--- src/rtl/dcache_pkg.sv ---
// Shared types and address-split helpers for the direct-mapped write-through data cache.
package dcache_pkg;

  typedef enum logic {IDLE, REFILL} dcache_state_t;

  typedef enum logic [1:0] {ST_NONE, ST_B, ST_H, ST_W} store_size_t;

  function automatic int offset_width(input int words_per_line);
    return $clog2(words_per_line) + 2;
  endfunction

  function automatic int index_width(input int lines);
    return $clog2(lines);
  endfunction

  function automatic int tag_width(input int addr_len, input int lines, input int words_per_line);
    return addr_len - index_width(lines) - offset_width(words_per_line);
  endfunction

endpackage

--- src/rtl/dcache_store_merge.sv ---
// Merges a byte/half/word store into a cached 32-bit word and flags stores that
// cross a word boundary (those must invalidate the line rather than merge).
module dcache_store_merge
  import dcache_pkg::*;
(
  input  logic [31:0] old_word,
  input  logic [31:0] wd,
  input  logic [1:0]  byte_off,
  input  store_size_t size,
  output logic [31:0] merged,
  output logic        misaligned
);

  logic [3:0]  be;
  logic [31:0] src;

  always_comb begin
    be         = 4'b0000;
    misaligned = 1'b0;
    case (size)
      ST_B: be = 4'b0001 << byte_off;
      ST_H: begin
        be         = 4'b0011 << byte_off;
        misaligned = (byte_off == 2'd3);
      end
      ST_W: begin
        be         = 4'b1111 << byte_off;
        misaligned = (byte_off != 2'd0);
      end
      default: be = 4'b0000;
    endcase
  end

  always_comb begin
    src    = wd << {byte_off, 3'b000};
    merged = old_word;
    for (int b = 0; b < 4; b++) begin
      if (be[b]) merged[8*b +: 8] = src[8*b +: 8];
    end
  end

endmodule

--- src/rtl/dcache_direct.sv ---
// Direct-mapped, write-through, no-write-allocate data cache with stalling line refill.
// Optional hit/miss statistics counters are built when DCACHE_STATS_EN is defined.
module dcache_direct
  import dcache_pkg::*;
#(
  parameter int ADDRESS_LENGTH = 32,
  parameter int LINES          = 16,
  parameter int WORDS_PER_LINE = 4
) (
  input  logic                      clk,
  input  logic                      rst_n,
  input  logic [ADDRESS_LENGTH-1:0] cpu_a,
  input  logic [ADDRESS_LENGTH-1:0] cpu_wd,
  input  logic                      cpu_re,
  input  logic                      cpu_sw,
  input  logic                      cpu_sh,
  input  logic                      cpu_sb,
  output logic [ADDRESS_LENGTH-1:0] cpu_rd,
  output logic                      stall,
  output logic [ADDRESS_LENGTH-1:0] mem_a,
  output logic [ADDRESS_LENGTH-1:0] mem_wd,
  output logic                      mem_sw,
  output logic                      mem_sh,
  output logic                      mem_sb,
  input  logic [ADDRESS_LENGTH-1:0] mem_rd,
  output logic [31:0]               hit_count,
  output logic [31:0]               miss_count
);

  localparam int OW = offset_width(WORDS_PER_LINE);
  localparam int IW = index_width(LINES);
  localparam int TW = tag_width(ADDRESS_LENGTH, LINES, WORDS_PER_LINE);
  localparam int WW = OW - 2;

  logic [TW-1:0] tag;
  logic [IW-1:0] idx;
  logic [WW-1:0] woff;

  assign tag  = cpu_a[ADDRESS_LENGTH-1 -: TW];
  assign idx  = cpu_a[OW +: IW];
  assign woff = cpu_a[2 +: WW];

  dcache_state_t state;
  logic [WW-1:0] cnt;
  logic [TW-1:0] rf_tag;
  logic [IW-1:0] rf_idx;

  logic [LINES-1:0]          valid;
  logic [TW-1:0]             tag_mem  [LINES];
  logic [ADDRESS_LENGTH-1:0] data_mem [LINES][WORDS_PER_LINE];

  store_size_t st_size;
  logic        is_store;
  logic        is_load;
  logic        hit;
  logic        miss_det;
  logic        store_req;
  logic        refilling;
  logic [31:0] merged;
  logic        misaligned;

  // RAM resolves simultaneous strobes as sb > sh > sw; the merge must agree.
  always_comb begin
    st_size = ST_NONE;
    if (cpu_sb)      st_size = ST_B;
    else if (cpu_sh) st_size = ST_H;
    else if (cpu_sw) st_size = ST_W;
  end

  assign is_store  = (st_size != ST_NONE);
  assign is_load   = cpu_re && !is_store;
  assign hit       = valid[idx] && (tag_mem[idx] == tag);
  assign miss_det  = (state == IDLE) && is_load && !hit;
  assign store_req = (state == IDLE) && is_store;
  assign refilling = (state == REFILL);

  dcache_store_merge u_merge (
    .old_word  (data_mem[idx][woff]),
    .wd        (cpu_wd),
    .byte_off  (cpu_a[1:0]),
    .size      (st_size),
    .merged    (merged),
    .misaligned(misaligned)
  );

  assign cpu_rd = data_mem[idx][woff];
  assign mem_wd = cpu_wd;

  // Outputs are forced quiet while reset is held, even with a load still presented.
  assign stall  = rst_n && (miss_det || refilling);
  assign mem_sb = rst_n && store_req && cpu_sb;
  assign mem_sh = rst_n && store_req && cpu_sh;
  assign mem_sw = rst_n && store_req && cpu_sw;

  always_comb begin
    mem_a = '0;
    if (rst_n) begin
      if (refilling) mem_a = {rf_tag, rf_idx, cnt, 2'b00};
      else           mem_a = cpu_a;
    end
  end

  always_ff @(posedge clk or negedge rst_n) begin
    if (!rst_n) begin
      state  <= IDLE;
      cnt    <= '0;
      valid  <= '0;
      rf_tag <= '0;
      rf_idx <= '0;
    end else begin
      case (state)
        IDLE: begin
          if (miss_det) begin
            valid[idx] <= 1'b0;
            rf_tag     <= tag;
            rf_idx     <= idx;
            cnt        <= '0;
            state      <= REFILL;
          end else if (store_req && hit && misaligned) begin
            valid[idx] <= 1'b0;
          end
        end
        REFILL: begin
          cnt <= cnt + 1'b1;
          if (cnt == WW'(WORDS_PER_LINE - 1)) begin
            valid[rf_idx] <= 1'b1;
            state         <= IDLE;
          end
        end
        default: state <= IDLE;
      endcase
    end
  end

  // Tag and data arrays carry no reset; the valid bits alone qualify them.
  always_ff @(posedge clk) begin
    if (miss_det) tag_mem[idx] <= tag;
    if (refilling) data_mem[rf_idx][cnt] <= mem_rd;
    if (store_req && hit && !misaligned) data_mem[idx][woff] <= merged;
  end

`ifdef DCACHE_STATS_EN
  logic [31:0] hits;
  logic [31:0] misses;
  logic        load_hit;

  assign load_hit = (state == IDLE) && is_load && hit;

  always_ff @(posedge clk or negedge rst_n) begin
    if (!rst_n) begin
      hits   <= '0;
      misses <= '0;
    end else begin
      if (load_hit && (hits != 32'hFFFF_FFFF))   hits   <= hits + 32'd1;
      if (miss_det && (misses != 32'hFFFF_FFFF)) misses <= misses + 32'd1;
    end
  end

  assign hit_count  = hits;
  assign miss_count = misses;
`else
  assign hit_count  = '0;
  assign miss_count = '0;
`endif

endmodule

--- config.mk ---
export PLATFORM = sky130hd
export DESIGN_NAME = dcache_direct
export DESIGN_NICKNAME = d
export VERILOG_FILES = /design/src/rtl/dcache_pkg.sv /design/src/rtl/dcache_store_merge.sv /design/src/rtl/dcache_direct.sv
export SDC_FILE = /design/constraint.sdc
export NUM_CORES = 2
export LEC_CHECK = 0
export ABC_AREA = 1
export CORE_ASPECT_RATIO = 1.2
export CORE_MARGIN = 10
export CORE_UTILIZATION = 50
export DETAILED_ROUTE_END_ITERATION = 16
export PLACE_DENSITY = 0.67
export SETUP_SLACK_MARGIN = 0.15
export SYNTH_ARGS = -nofsm -noshare
export SYNTH_HDL_FRONTEND = slang
export SYNTH_SLANG_ARGS = --single-unit
--- constraint.sdc ---
create_clock -name clk -period 6.3 [get_ports clk]
set_input_delay 1.26 -clock clk [delete_from_list [all_inputs] [get_ports clk]]
set_output_delay 1.26 -clock clk [all_outputs]
set_load 0.02 [all_outputs]
-- Word-level counts from Yosys, hierarchy flattened
Memory sizes are Yosys's and may differ from the RTL's.
Cells that the tools add are included.
- reduce and logical (&&, ||, !) cells: 26
- $lt $le $gt $ge: 8
- add/subtract/negate cells: 1
- bitwise gates (word level): 6
- equality and inequality tests: 9
- shift-type cells: 4
- mux-type cells: 41
- operators by type and width (cell ; number):
    128-bit two-way mux ; 4
    32-bit two-way mux ; 6
    32-bit demux with 2-bit select ; 2
    128-bit OR reduction ; 1
    32-bit binary-select mux with 2-bit select ; 1
    16-bit two-way mux ; 3
    8-bit two-way mux ; 4
    16-bit one-hot mux with 2 select lines ; 1
    32-bit by 5-bit left shift with 32-bit output ; 1
    24-bit equality test ; 1
    1-bit logical AND ; 17
    16-bit bitwise AND ; 1
    16-bit NOT ; 1
    16-bit OR ; 1
    4-bit one-hot mux with 3 select lines ; 1
    4-bit by 5-bit < comparator with 1-bit output, second input constant ; 2
    1-bit demux with 4-bit select ; 2
    2-bit equality test, second input constant ; 4
    4-bit by 1-bit greater-or-equal comparator with 1-bit output, second input constant ; 2
    1-bit two-way mux ; 8
    2-bit two-way mux ; 4
    3-bit greater-or-equal comparator, second input constant ; 2
    3-bit by 1-bit < comparator with 1-bit output, second input constant ; 2
    2-bit NOT with 3-bit output ; 2
    17 further kinds ; 22
- memories kept: 2
- flip-flop bits (word level): 47
- word-level logic and storage cells: 102
- RAM bits: 2432
- memories (name ; depth ; width ; rd ports ; clocked after memory_dff ; write ports ; RTL line ; RTL):
    data_mem ; 16 ; 128 ; 1 ; 0 ; 1 ; dcache_direct.sv:50 ; logic [ADDRESS_LENGTH-1:0] data_mem [LINES][WORDS_PER_LINE];
    tag_mem ; 16 ; 24 ; 1 ; 0 ; 1 ; dcache_direct.sv:49 ; logic [TW-1:0] tag_mem [LINES];

-- Depth between registers and ports, before layout
- depth after elaboration: 11
- depth in mapped cells: 24

-- Cells and area by module
A second synthesis with hierarchy kept.
- cell total of the unflattened synthesis: 7202
- area total of the unflattened synthesis: 97679.9 um^2
- by module, submodules not included (module ; instances ; cells an instance ; area an instance (um^2)):
    dcache_direct ; 1 ; 6961 ; 96617.7
    dcache_store_merge ; 1 ; 241 ; 1062.3

-- Worst setup path after synthesis
Ideal clock, no wire load.
- path type: input-to-reg
- from: input cpu_a[5]
- to: memory data_mem[0][120] in the netlist's numbering (data pin)
- stages on the path: 13
- data required time: 5598 ps
- path slack: -553 ps
- library setup time: 702 ps
- arrival time: 6151 ps
- cell sequence: buf_4 > clkbuf_1 > nor2_1 > buf_2 > clkbuf_1 > buf_2 > buf_1 > a22oi_1 > a21oi_1 > nor4_1 > o211ai_1 > mux2i_1 > o21ai_0
- RTL lines (element ; RTL line ; RTL):
    start: declaration ; dcache_direct.sv:12 ; input logic [ADDRESS_LENGTH-1:0] cpu_a,
    memory read 16 x 128 bit ; n/a ;
    32-bit binary-select mux with 2-bit select ; n/a ;
    32-bit two-way mux (2 in series) ; n/a ;
    via cpu_rd[24] ; dcache_direct.sv:18 ; output logic [ADDRESS_LENGTH-1:0] cpu_rd,
    8-bit two-way mux ; dcache_store_merge.sv:38 ; if (be[b]) merged[8*b +: 8] = src[8*b +: 8];
    128-bit two-way mux (no line) ; n/a ;
    end: declaration ; dcache_direct.sv:50 ;
The timed path passes the listed nets, and every way through them passes these cells. The select of a mux whose other input is x is not followed.

-- Final worst setup path
- from: input cpu_a[4]
- to: output cpu_rd[27]
- word-level cells in the longest chain between the ends: 4
- ends and longest elaborated chain (element ; RTL line ; RTL):
    memory read 16 x 128 bit ; n/a ;
    32-bit binary-select mux with 2-bit select ; dcache_direct.sv:86 ; assign cpu_rd = data_mem[idx][woff];
    32-bit two-way mux (not written as such) (2 in series) ; dcache_direct.sv:86 ;
    end: declaration ; dcache_direct.sv:18 ;
No other way between the ends. The select of a mux whose other input is x is not followed.

==> run metrics <==
clock buffer depth=3; Final min period=6.229 ns; synth unique cells=39; DP HPWL=176,100 um; total power=0.03602 W; GP Congestion=0.9326; #FFs+latches synth=2,479; most frequent cells in the layout=edfxtp_1 (2,432), nand2_1 (1,294), a22oi_1 (1,024); synth top area cells=edfxtp_1 (76%), a22oi_1 (8.0%), nand2_1 (5.1%); crit-path cells=buf_4 > nand2_2 > inv_8 > buf_12 > buf_4 > a22oi_1 > a21oi_1 > nor4_1 > nor2_1 > nor2_1 > o211ai_1 > clkdlybuf4s50_1; Ys Warns=0; Setup CP Type=input pin to output port; total gr overflow=0; Top-Level Pins=266; CP Launch Type=input pin; Antenna Nets Post-Route=0; Tcrit/Tclk final=0.9887; Most used DFF post-synth=edfxtp_1; Die Y=500.1 um; initial antenna violation count=12; reg-to-reg endpoint=data_mem[5][0]; Clock Latency Late Sink=0.91 ns; Site Rows=176; H-tree levels=4; commonest non-fill, non-tap cell in the layout=edfxtp_1; HP Class=input pin to async pin; critical path peak fanout=46; # DRC=0; port bufs=201; Root Buffer=clkbuf_16; Core Box Area=191,400 sq um; CTS tree=yes; clock sinks=2,479; Mapped Cells=6,691; sequential-to-total area share from yosys stat=0.7726; required time of the critical path=5.04 ns; Rel. slew slack=0.2666; critical path endpoint category=output port; Initial DRT Pass Iterations=7; Leakage=37.66 nW; routed len/inst=29.83 um; M3 GR Usage=0.05764; Slew Viols, Final=0; RSZ-0062 raised after global routing=false; Worst Reg-to-Reg Cells=21; Post-CTS Hold Buffers=0; fmax=160.5 MHz; largest net degree at the start of global routing=88; vias in the first global route=59,706; Synth top area share=0.7604; global-route wire length before repair=420,300 um; Layout Skew=0.07906 ns; setup TNS=0 ns; Async SR Flop Fraction=0.01896; gr busiest metal=met2; Worst Max-Slew Pin Slew=1.096 ns; Synth Cell Area=96,040 sq um; clock slew at reported path FFs=0.06 ns; GRT Overall Usage=0.2724; worst r2r src=tag_mem[5][0]; Starting Density=0.5019; die area=210,100 sq um; die width=420.1 um; initial DRC count=8,924; Worst path max stage delay=0.64 ns; outcome=finished, final reports clean; Via density=6.327; Fin. Hold Viols=0; GRT met1 Usage=0.3571; Area growth, synth to finish=17.10%; max-cap violations=0; CP max-delay cell=clkdlybuf4s50_1; layout cell share with drive strength beyond 1=0.1323; TritonCTS buffer count=228; pwr dens=320.3 nW/um^2; r2r setup slk=2.44 ns; Nets=7,272; VDD IR-drop max=0.0002807 V; GRT met2 Usage=0.4381; total number of vias=62,369; Setup Viol. Count Final=0; syn_area_per_cell=14.35 sq um; Post-synth EDFFs=2,432; area leader, netlist=edfxtp_1; WP data arrival=4.97 ns; WL final=294,000 um
[worst max-delay path, delay by kind of cell]
family | cells | cell delay [ns]
compound gates | 3 | 0.61
buf+inv | 5 | 1.53
simple gates | 4 | 1.43
[layer usage]
metal,wire length (um),share of wire
met5,80,0.00027
met4,14780,0.050
met3,32200,0.11
met2,140800,0.48
met1,106100,0.36
[cells in the mapped netlist (15+ instances only)]
| master | number |
|---|---|
| nand2_1 | 1305 |
| clkbuf_1 | 308 |
| nand4_1 | 15 |
| a22oi_1 | 1024 |
| dfrtp_1 | 47 |
| buf_1 | 33 |
| o211ai_1 | 21 |
| buf_4 | 101 |
| nand3_1 | 62 |
| nor2_1 | 244 |
| buf_2 | 66 |
| a21oi_1 | 573 |
| inv_1 | 75 |
| edfxtp_1 | 2432 |
| o21ai_0 | 180 |
| nor4_1 | 112 |
[registers in the layout, summed over array words and instances (netlist names)]
name,cells
data_mem,2048
valid,16
rf_idx,4
rf_tag,24
refilling,1
cnt,2
tag_mem,384
[cell type report]
cell class,instances,area [sq um]
clock inverter,138,1398
tap,2492,3118
fill,14331,78900
antenna,5,12.51
timing repair buffer,692,7119
sequential,2479,74210
multi-input combinational,3682,20330
clock buffer,286,5943
inverter,83,337.8
[how the worst max path moves through the flow]
stage                        start               end
final                     cpu_a[4]        cpu_rd[27]
after global routing      cpu_a[6]        cpu_rd[27]
after CTS                 cpu_a[6]        cpu_rd[20]
after detailed placement  cpu_a[6]        cpu_rd[18]
after global placement    cpu_a[4]         cpu_rd[9]
after floorplan           cpu_a[5]  data_mem[0][127]
[through the flow]
step / hold slack (ns) / util / instance area, sq um / setup slack (ns) / instances
6_report: 0.4671 / 0.5877 / 112500 / 0.07136 / 9857
5_1_grt: 0.4888 / 0.5877 / 112500 / 0.1867 / 9854
4_1_cts: 0.4409 / 0.5874 / 112400 / 0.1513 / 9850
3_5_place_dp: 0.4685 / 0.5490 / 105100 / 0.1297 / 9426
3_3_place_gp: 0.4610 / 0.5490 / 105100 / 0.1168 / 9426
2_1_floorplan: 0.4479 / - / 96280 / 0.5364 / 6754
[logic make-up after synthesis]
logic type / after synthesis / synth area share
fa+ha+maj: 4 / 0.0005211
simple gates: 1769 / 0.07405
compound gates: 1839 / 0.1240
buf+inv: 593 / 0.02814
flops: 2479 / 0.7726
other cells: 1 / 0.00003904
mux: 6 / 0.0006253
[timing repair]
item	in CTS	in global routing
pin swaps	0	1
buffers inserted	0	2
gates resized for setup	2	5
setup endpoints to repair	2	5
[report_power, final]
group | switching (W) | internal (W) | leakage, nW
registers | 0.000150 | 0.0185 | 22.5
logic | 0.00265 | 0.00107 | 11.6
clock network | 0.00606 | 0.00756 | 3.57
No activity file was read; power rests on OpenSTA's default activity.
